<file path="src/rtl/enc_prio_rr_pkg.sv">
// rtl/enc_prio_rr_pkg.sv - shared types and helpers for the priority/round-robin encoder
// Purpose: search-mode enum, index-width helper and the upper bound on request count.
// Ports: none (package enc_pkg).
package enc_pkg;

  typedef enum logic {
    ENC_FIXED = 1'b0,
    ENC_RR    = 1'b1
  } enc_mode_e;

  localparam int ENC_MAX_N = 64;

  // Width of an index into n requests; never below 1 so buses stay legal.
  function automatic int idx_w(input int n);
    return (n > 1) ? $clog2(n) : 1;
  endfunction

endpackage

</file>
<file path="src/rtl/enc_prio_rr_if.sv">
// rtl/enc_prio_rr_if.sv - request/result handshake bundle for enc_prio_rr
// Purpose: groups the input handshake (in_valid/in_ready/req) and the result
//          handshake (out_valid/out_ready/out_idx/out_none/out_err).
// Modports: master = request source and consumer; slave = encoder.
interface enc_prio_rr_if #(
  parameter int N = 8
);
  import enc_pkg::*;

  localparam int W = idx_w(N);

  logic         in_valid;
  logic         in_ready;
  logic [N-1:0] req;
  logic         out_valid;
  logic         out_ready;
  logic [W-1:0] out_idx;
  logic         out_none;
  logic         out_err;

  modport master (
    output in_valid, req, out_ready,
    input  in_ready, out_valid, out_idx, out_none, out_err
  );

  modport slave (
    input  in_valid, req, out_ready,
    output in_ready, out_valid, out_idx, out_none, out_err
  );

endinterface

</file>
<file path="src/rtl/enc_prio_rr_pick.sv">
// rtl/enc_prio_rr_pick.sv - combinational first-set search starting at a pointer
// Purpose: rotate req so ptr_i lands at bit 0, find the lowest set bit, then map
//          the offset back with a modulo-N subtract (N need not be a power of two).
// Ports: req_i[N] request vector, ptr_i[W] search start (< N),
//        found_o any bit set, idx_o[W] winning index (equals ptr_i when !found_o).
module enc_rr_pick
  import enc_pkg::*;
#(
  parameter  int N = 8,
  localparam int W = idx_w(N)
) (
  input  logic [N-1:0] req_i,
  input  logic [W-1:0] ptr_i,
  output logic         found_o,
  output logic [W-1:0] idx_o
);

  logic [N-1:0] rot;
  int           off;
  int           sum;

  always_comb begin
    rot = '0;
    off = 0;
    sum = 0;
    for (int i = 0; i < N; i++) begin
      // Source bit is (i + ptr) mod N; a single subtract suffices since ptr < N.
      if (i + int'(ptr_i) >= N) begin
        rot[i] = req_i[i + int'(ptr_i) - N];
      end else begin
        rot[i] = req_i[i + int'(ptr_i)];
      end
    end
    for (int i = N - 1; i >= 0; i--) begin
      if (rot[i]) begin
        off = i;
      end
    end
    sum = off + int'(ptr_i);
    if (sum >= N) begin
      sum = sum - N;
    end
  end

  assign found_o = |req_i;
  assign idx_o   = W'(sum);

endmodule

</file>
<file path="src/rtl/enc_prio_rr.sv">
// rtl/enc_prio_rr.sv - N-to-log2(N) encoder, fixed-priority or round-robin, registered result
// Purpose: accepts one request vector per in_valid/in_ready transfer and presents
//          the winning index one cycle later on a held out_valid/out_ready result.
// Ports: clk, rst_n (async assert, active low), bus (enc_prio_rr_if.slave).
// Macro: ENC_ONEHOT_CHECK_EN enables the multi-hot flag on out_err; otherwise out_err is 0.
module enc_prio_rr
  import enc_pkg::*;
#(
  parameter int N       = 8,
  parameter int RR_MODE = 0
) (
  input  logic               clk,
  input  logic               rst_n,
  enc_prio_rr_if.slave       bus
);

  localparam int            W        = idx_w(N);
  localparam enc_mode_e     MODE     = (RR_MODE != 0) ? ENC_RR : ENC_FIXED;
  localparam logic [W-1:0]  LAST_IDX = W'(N - 1);

  logic         out_valid_q, out_valid_d;
  logic [W-1:0] out_idx_q,   out_idx_d;
  logic         out_none_q,  out_none_d;
  logic [W-1:0] ptr_q,       ptr_d;

  logic         accept;
  logic         pop;
  logic         pick_found;
  logic [W-1:0] pick_ptr;
  logic [W-1:0] pick_idx;

  // Ready depends only on the output register, so there is no req/in_valid loop.
  assign bus.in_ready = !out_valid_q || bus.out_ready;
  assign accept       = bus.in_valid && bus.in_ready;
  assign pop          = out_valid_q && bus.out_ready;

  // Fixed priority is the same search with the start pinned at bit 0.
  assign pick_ptr = (MODE == ENC_RR) ? ptr_q : '0;

  enc_rr_pick #(.N(N)) u_pick (
    .req_i   (bus.req),
    .ptr_i   (pick_ptr),
    .found_o (pick_found),
    .idx_o   (pick_idx)
  );

  always_comb begin
    out_valid_d = out_valid_q;
    out_idx_d   = out_idx_q;
    out_none_d  = out_none_q;
    ptr_d       = ptr_q;
    if (accept) begin
      out_valid_d = 1'b1;
      out_none_d  = !pick_found;
      out_idx_d   = pick_found ? pick_idx : '0;
      // An empty request is still a transfer but must not move the pointer.
      if (MODE == ENC_RR && pick_found) begin
        ptr_d = (pick_idx == LAST_IDX) ? '0 : pick_idx + W'(1);
      end
    end else if (pop) begin
      out_valid_d = 1'b0;
    end
  end

  always_ff @(posedge clk or negedge rst_n) begin
    if (!rst_n) begin
      out_valid_q <= 1'b0;
      out_idx_q   <= '0;
      out_none_q  <= 1'b0;
      ptr_q       <= '0;
    end else begin
      out_valid_q <= out_valid_d;
      out_idx_q   <= out_idx_d;
      out_none_q  <= out_none_d;
      ptr_q       <= ptr_d;
    end
  end

  assign bus.out_valid = out_valid_q;
  assign bus.out_idx   = out_idx_q;
  assign bus.out_none  = out_none_q;

`ifdef ENC_ONEHOT_CHECK_EN
  logic out_err_q, out_err_d;

  always_comb begin
    out_err_d = out_err_q;
    if (accept) begin
      out_err_d = ($countones(bus.req) > 1);
    end
  end

  always_ff @(posedge clk or negedge rst_n) begin
    if (!rst_n) begin
      out_err_q <= 1'b0;
    end else begin
      out_err_q <= out_err_d;
    end
  end

  assign bus.out_err = out_err_q;
`else
  assign bus.out_err = 1'b0;
`endif

endmodule

</file>
<file path="src/flat_wrapper.sv">
// flat-port wrapper written by rule: the top's interface ports become plain ports
module enc_prio_rr_flat import enc_pkg::*;
#(
  parameter int N       = 8,
  parameter int RR_MODE = 0
)
  (clk, rst_n, bus_in_valid, bus_req, bus_out_ready, bus_in_ready, bus_out_valid, bus_out_idx, bus_out_none, bus_out_err);
  enc_prio_rr_if #(.N(N)) bus_i ();
  input  logic clk;
  input  logic rst_n;
  input wire logic [$bits(bus_i.in_valid)-1:0] bus_in_valid;
  input wire logic [$bits(bus_i.req)-1:0] bus_req;
  input wire logic [$bits(bus_i.out_ready)-1:0] bus_out_ready;
  output wire logic [$bits(bus_i.in_ready)-1:0] bus_in_ready;
  output wire logic [$bits(bus_i.out_valid)-1:0] bus_out_valid;
  output wire logic [$bits(bus_i.out_idx)-1:0] bus_out_idx;
  output wire logic [$bits(bus_i.out_none)-1:0] bus_out_none;
  output wire logic [$bits(bus_i.out_err)-1:0] bus_out_err;
  assign bus_i.in_valid = bus_in_valid;
  assign bus_i.req = bus_req;
  assign bus_i.out_ready = bus_out_ready;
  assign bus_in_ready = bus_i.in_ready;
  assign bus_out_valid = bus_i.out_valid;
  assign bus_out_idx = bus_i.out_idx;
  assign bus_out_none = bus_i.out_none;
  assign bus_out_err = bus_i.out_err;
  enc_prio_rr #(.N(N), .RR_MODE(RR_MODE)) u_core (.clk(clk), .rst_n(rst_n), .bus(bus_i));
endmodule
</file>
<file path="config.mk">
export PLATFORM = sky130hd
export DESIGN_NAME = enc_prio_rr_flat
export DESIGN_NICKNAME = d
export VERILOG_FILES = /design/src/rtl/enc_prio_rr_pkg.sv /design/src/rtl/enc_prio_rr_if.sv /design/src/rtl/enc_prio_rr_pick.sv /design/src/rtl/enc_prio_rr.sv /design/src/flat_wrapper.sv
export SDC_FILE = /design/constraint.sdc
export NUM_CORES = 1
export LEC_CHECK = 0
export BUFFER_PORTS_ARGS = -buffer_cell sky130_fd_sc_hd__buf_2
export CAP_MARGIN = 0
export CORE_MARGIN = 2
export CORE_UTILIZATION = 50
export DETAILED_ROUTE_END_ITERATION = 10
export PLACE_DENSITY = 0.87
export SETUP_SLACK_MARGIN = 0.4
export SYNTH_ARGS = -nofsm -noshare
export SYNTH_HDL_FRONTEND = slang
export SYNTH_HIERARCHICAL = 1
export SYNTH_SLANG_ARGS = --single-unit
</file>
<file path="constraint.sdc">
create_clock -name clk -period 0.9 [get_ports clk]
set_input_delay 0.225 -clock clk [delete_from_list [all_inputs] [get_ports clk]]
set_output_delay 0.225 -clock clk [all_outputs]
set_load 0.01 [all_outputs]
</file>
After elaboration in Yosys (flattened, before gate mapping)
Index checks and enable logic that the tools add are counted.
{"block": "classes", "add_sub_neg": 1, "order_cmp": 1, "n_mux": 12, "n_reduce_logical": 7}
{"op": "$mux W32", "count": 7}
{"op": "$ge A32 B5 Y1 const B", "count": 1}
{"op": "$mux W3", "count": 3}
{"op": "$reduce_or A8 Y1", "count": 1}
{"op": "$sub A3 B1 Y3 const B", "count": 1}
{"op": "$logic_and A1 B1 Y1", "count": 2}
{"op": "$logic_not A1 Y1", "count": 2}
{"op": "$mux W1", "count": 2}
{"op": "$reduce_bool A2 Y1", "count": 1}
{"op": "$logic_or A1 B1 Y1", "count": 1}
{"block": "totals", "ff_bits": 5, "in_bits": 12, "output_inout_bits": 7, "word_cells": 24}

Longest topological paths before layout
{"block": "depth", "depth_word": 11, "ltp_mapped": 18, "depth_no_buf": 15}

Cells and area by module
Netlist, hierarchy kept.
{"module": "enc_rr_pick", "n_inst": 1, "cells_each": 66, "area_each_um2": 623.1, "seq_area_each_um2": 0.0}
{"module": "enc_prio_rr", "n_inst": 1, "cells_each": 18, "area_each_um2": 225.2, "seq_area_each_um2": 125.1}

Worst setup path after synthesis
OpenSTA, ideal clock, no wires.
{"block": "synth_timing", "kind": "input-to-reg", "start": "input bus_req[4]", "end": "register u_core.out_idx_q[1], in the netlist u_core/bus.out_idx[1]", "setup_ns": 0.064, "arrival_ns": 1.868, "required_ns": 0.836, "path_slack_ns": -1.031, "cell_stages": 9, "n_path_buf": 0, "path_cell_list": "mux4_1 > nor2_1 > a32o_1 > a21o_1 > nand2_1 > fa_1 > inv_1 > nand4_1 > a21bo_1"}
{"block": "synth_via", "elab_chain_len": 8, "word_cells_on_any_way": 10, "classes_between": "add/sub: 1; order compare: 1; mux: 7; reduce/logical: 1"}
{"element": "from (decl)", "line_no": "flat_wrapper.sv:12", "text": "input wire logic [$bits(bus_i.req)-1:0] bus_req;"}
{"element": "$mux W32 * (5 in a row)", "line_no": "enc_prio_rr_pick.sv:35", "text": "if (rot[i]) begin"}
{"element": "$ge A32 B5 Y1 / $sub A3 B1 Y3 (equally long branches)", "line_no": "enc_prio_rr_pick.sv:40, enc_prio_rr_pick.sv:41"}
{"element": "$mux W3 *", "line_no": "enc_prio_rr_pick.sv:40", "text": "if (sum >= N) begin"}
{"element": "named net u_core.pick_idx[1]", "line_no": "enc_prio_rr.sv:30", "text": "logic [W-1:0] pick_idx;"}
{"element": "$mux W3 *", "line_no": "enc_prio_rr.sv:55", "text": "out_idx_d = pick_found ? pick_idx : '0;"}
{"element": "to (signal assigned)", "line_no": "enc_prio_rr.sv:73", "text": "out_idx_q <= out_idx_d;"}
{"element": "to (decl)", "line_no": "enc_prio_rr.sv:22", "text": "logic [W-1:0] out_idx_q, out_idx_d;"}
The timed path passes the listed nets; every way through them passes the cells marked *.
A chain may end at the register's enable or synchronous reset.

Worst setup path in the final report
{"block": "layout_timing", "start": "input bus_req[6]", "end": "register u_core.out_idx_q[0], in the netlist u_core/bus.out_idx[0]"}
{"block": "layout_via", "elab_chain_len": 10, "word_cells_on_any_way": 12, "classes_between": "add/sub: 1; order compare: 1; mux: 9; reduce/logical: 1"}
{"element": "$mux W32 * (7 in a row)", "line_no": "enc_prio_rr_pick.sv:35"}
{"element": "$ge A32 B5 Y1 / $sub A3 B1 Y3 (equally long branches)", "line_no": "enc_prio_rr_pick.sv:40, enc_prio_rr_pick.sv:41"}
{"element": "$mux W3 *", "line_no": "enc_prio_rr_pick.sv:40"}
{"element": "named net u_core.pick_idx[0]", "line_no": "enc_prio_rr.sv:30"}
{"element": "$mux W3 *", "line_no": "enc_prio_rr.sv:55"}
Marked as above.

==> results.txt <==
- Top post-synthesis cells by area: mux2i_1 (18%), dfrtp_1 (15%), mux2_2 (9.3%), mux4_2 (5.3%), clkbuf_8 (4.9%)
* R2R setup slack: -0.09 ns
- During synthesis, Yosys emitted a total of 6 warnings.
- The number of global-route vias before repair came to 798.
- Final cell count without fillers: 151
- Internal Pwr Total: 920 uW
- Pre-CTS worst setup slack: -1.17 ns
- The number of pins with negative max-slew slack in the final report was 0.
* Placed Instances: 136
- Boundary Pins: 19
* Fraction of final layout cells sized beyond drive strength 1: 51.9%
- Clock root buffer: clkbuf_4
- Power spread over the standard cell area amounts to 1170 nW/um^2.
* Number of antenna violations at the first check in global routing: 0
* Data required time of the critical path: 1.08 ns
* Register bit count reported by yosys: 5
* DP Area: 1050 um^2
* CTS tree: built
- Total CTS buffers: 3
- The startpoint identified for the worst register-to-register timing path is u_core/bus.out_valid$_DFFE_PN0P_.
- Average wire length per cell after detail routing: 15.8 um
- The average instance in the mapped netlist occupies 10.1 um^2.
- For this run, design rule violations remaining after detail routing come to 0.
- Die Height: 45.2 um
* Combinational group share of total power: 62.2%
* CP Max Fanout: 2
- Nature of the critical path endpoint: flip-flop
- Worst-case clock skew: 0.00139 ns
* Length of the first detailed-routing pass in iterations: 4
* Remaining number of nets flagged by the antenna check after routing: 0
- Largest net degree at the start of global routing: 16
- Failing checks: setup timing
- Number of design-rule violations left by the first detailed-router iteration: 17
* Worst min-delay path class: primary input to flip-flop
* Sequential group share of total power: 19.8%
- Full die area: 2040 um^2
* Switching power: 524 uW
* Startpoint class of the critical path: primary input
- After legalization and detailed placement, the total HPWL measured 1580 um.
- Commonest non-fill, non-tap cells in the layout: buf_4 (22), mux2i_1 (15), buf_2 (13), conb_1 (10)
* Startpoint of the tightest hold check path: bus_in_valid
- The smallest clock period supported by the final layout is computed as 1.84 ns.
- Global routing used 22.5% of the available tracks.
- Max-capacitance violation count: 0
* Leading area contributor after synthesis: mux2i_1
- Area inside the core boundary: 1540 um^2
- Average via count per standard cell: 5.52
- Sequential elements use 14.7% of the synthesized area.
- Net switching share of the total power: 36.3%
- After routing the design area is 1240 um^2.
- Clk pwr share: 18.0%
- The congestion estimate from routability-driven global placement came to 0.838.
- Counting the fill cells in the layout gives 91.
- Area growth syn-to-layout: 45.7%
- After layout, the worst setup slack is -0.945 ns.
- The flow ran to the end, but the final reports show violations.
- Commonest non-fill, non-tap cell in the layout: buf_4
- Total count of hold-check failures in the final report: 0
* Setup Viol. Count Final: 10
- For this run, the share of the core covered by cells in the final layout is 80.2%.
* ANT cells: 0
- Clock tree synthesis found a total of 5 sinks.
- Peak Freq: 0.542 GHz
- Detailed-route wire length: 2380 um
- In this run the static leakage power is 0.632 nW.
- Smallest hold slack: 0.258 ns
- The net count of the finished layout is 152.
- VDD sags by at most 0.614 mV.
- Summing over every cut layer, the via total after detailed routing is 834.
* Setup repair after global routing missed its margin: true
- Deepest level of the CTS H-tree: 1
- The total overflow left after global routing is 0.
* Post-route clock period utilization: 205%
* Clock-pin slew on the worst setup and hold paths: 0.04 ns
- Worst path arrival time: 2.03 ns
- Summed over its instances, the top area cell type makes up 17.7% of the synthesized netlist area.
* Global-route wire length before repair: 3340 um
- Counting along the longest clock path gives a buffer depth of 2.
- The critical path in this run is classified as primary input to flip-flop.
* Count of mapped cells out of synthesis: 84
- Row generation in the floorplan step produced 14 rows.
* Setup TNS Final: -3.34 ns
* I/O Buffers: 17
* Die W: 45.2 um
- Netlist cell types: 34
- Summing every instance area after synthesis gives 848 um^2.
* Critical Path Source: bus_req[6]
- After layout, the design draws a total of 1.44 mW.
- At the later pin of the worst-skew pair, clock insertion delay measures 0.24 ns.
- The initial utilization of the core area, before any placement, comes to 55.0%.
## cells by family (layout without fill, tap and decap cells)
| kind of cell | after synthesis | in the layout | synth area share [%] |
|---|---|---|---|
| DFF | 5 | 5 | 14.7 |
| and+or+nand+nor | 18 | 18 | 12.2 |
| muxes | 25 | 25 | 35.4 |
| adders and majority gates | 4 | 4 | 6.79 |
| xor gates and xnor gates | 4 | 4 | 6.34 |
| AOI/OAI and AO/OA | 16 | 16 | 14.3 |
| other | 1 | 10 | 0.442 |
| buffers and inverters | 11 | 53 | 9.73 |
## layer usage
layer | global-route usage, % | routed length, um | vias up
met4 | 10.0 | 52 | 0
met1 | 24.9 | 960 | 402
li1 | - | - | 410
met2 | 43.4 | 1320 | 16
met3 | 1.20 | 51 | 6
met5 | 0 | 0 | -
## worst max-delay path: stages
cell      delay, ns
buf_6          0.09
mux4_2         0.46
mux2i_1        0.23
o221ai_1       0.18
a21oi_1        0.17
o21ai_1        0.10
a21oi_2        0.14
ha_2           0.16
nand4_1        0.09
a21bo_1        0.18
## flip-flops by register name, indices dropped and copies added (netlist names)
name / cells
u_core/bus.out_none: 1
u_core/bus.out_valid: 1
u_core/bus.out_idx: 3
## Yosys cell counts
| cell type | count |
|---|---|
| nand4_1 | 3 |
| o221ai_1 | 2 |
| o21ai_0 | 2 |
| buf_6 | 1 |
| a32o_1 | 1 |
| mux4_1 | 1 |
| o22ai_1 | 1 |
| nand2b_1 | 2 |
| conb_1 | 1 |
| a21oi_1 | 3 |
| xor2_1 | 1 |
| xnor2_4 | 1 |
| ha_1 | 3 |
| a21o_1 | 1 |
| fa_1 | 1 |
| o2111ai_1 | 1 |
| clkbuf_8 | 3 |
| and2b_2 | 1 |
| mux4_2 | 2 |
| buf_4 | 1 |
| a21bo_1 | 3 |
| nor2_1 | 1 |
| xnor2_1 | 2 |
| nand2_2 | 1 |
| inv_1 | 6 |
| dfrtp_1 | 5 |
| nand2b_4 | 1 |
| nand3_1 | 1 |
| nand2_1 | 6 |
| nor4_1 | 2 |
| mux2i_1 | 15 |
| a32oi_1 | 1 |
| a21boi_0 | 1 |
| mux2_2 | 7 |
## final timing paths
kind,to,cells past startpoint
worst max-delay path,u_core/bus.out_idx[0]$_DFFE_PN0P_,10
worst min-delay path,u_core/bus.out_valid$_DFFE_PN0P_,2
worst max register to register,u_core/bus.out_idx[2]$_DFFE_PN0P_,4
worst min register to register,u_core/bus.out_none$_DFFE_PN0P_,2
max in group asynchronous,u_core/bus.out_idx[0]$_DFFE_PN0P_,2
min in group asynchronous,u_core/bus.out_idx[2]$_DFFE_PN0P_,2
## power groups by stage
stage	Combinational [mW]	Sequential (mW)	Clock, mW
floorplan	0.467	0.308	0
global route	0.960	0.291	0.268
finish	0.898	0.286	0.259
CTS	0.776	0.283	0.267
global placement	0.651	0.289	0
detailed placement	0.675	0.291	0
## final cells by class
class	count	area, um^2	area share (%)
Clock buffer	4	26.3	2.13
Inverter	6	22.5	1.82
Multi-Input combinational cell	77	727	58.8
Sequential cell	5	125	10.1
Tap cell	16	20.0	1.62
Timing Repair Buffer	43	315	25.5
## repair_timing
| item | 4_1_cts | 5_1_grt |
|---|---|---|
| pin swaps | 6 | 4 |
| setup buffers | 8 | 2 |
| hold buffers | 1 | 0 |
| setup endpoints to repair | 11 | 16 |
| endpoints found under the hold margin | 5 | 0 |
| gates resized for setup | 6 | 10 |
(Power assumes the default switching activity.)
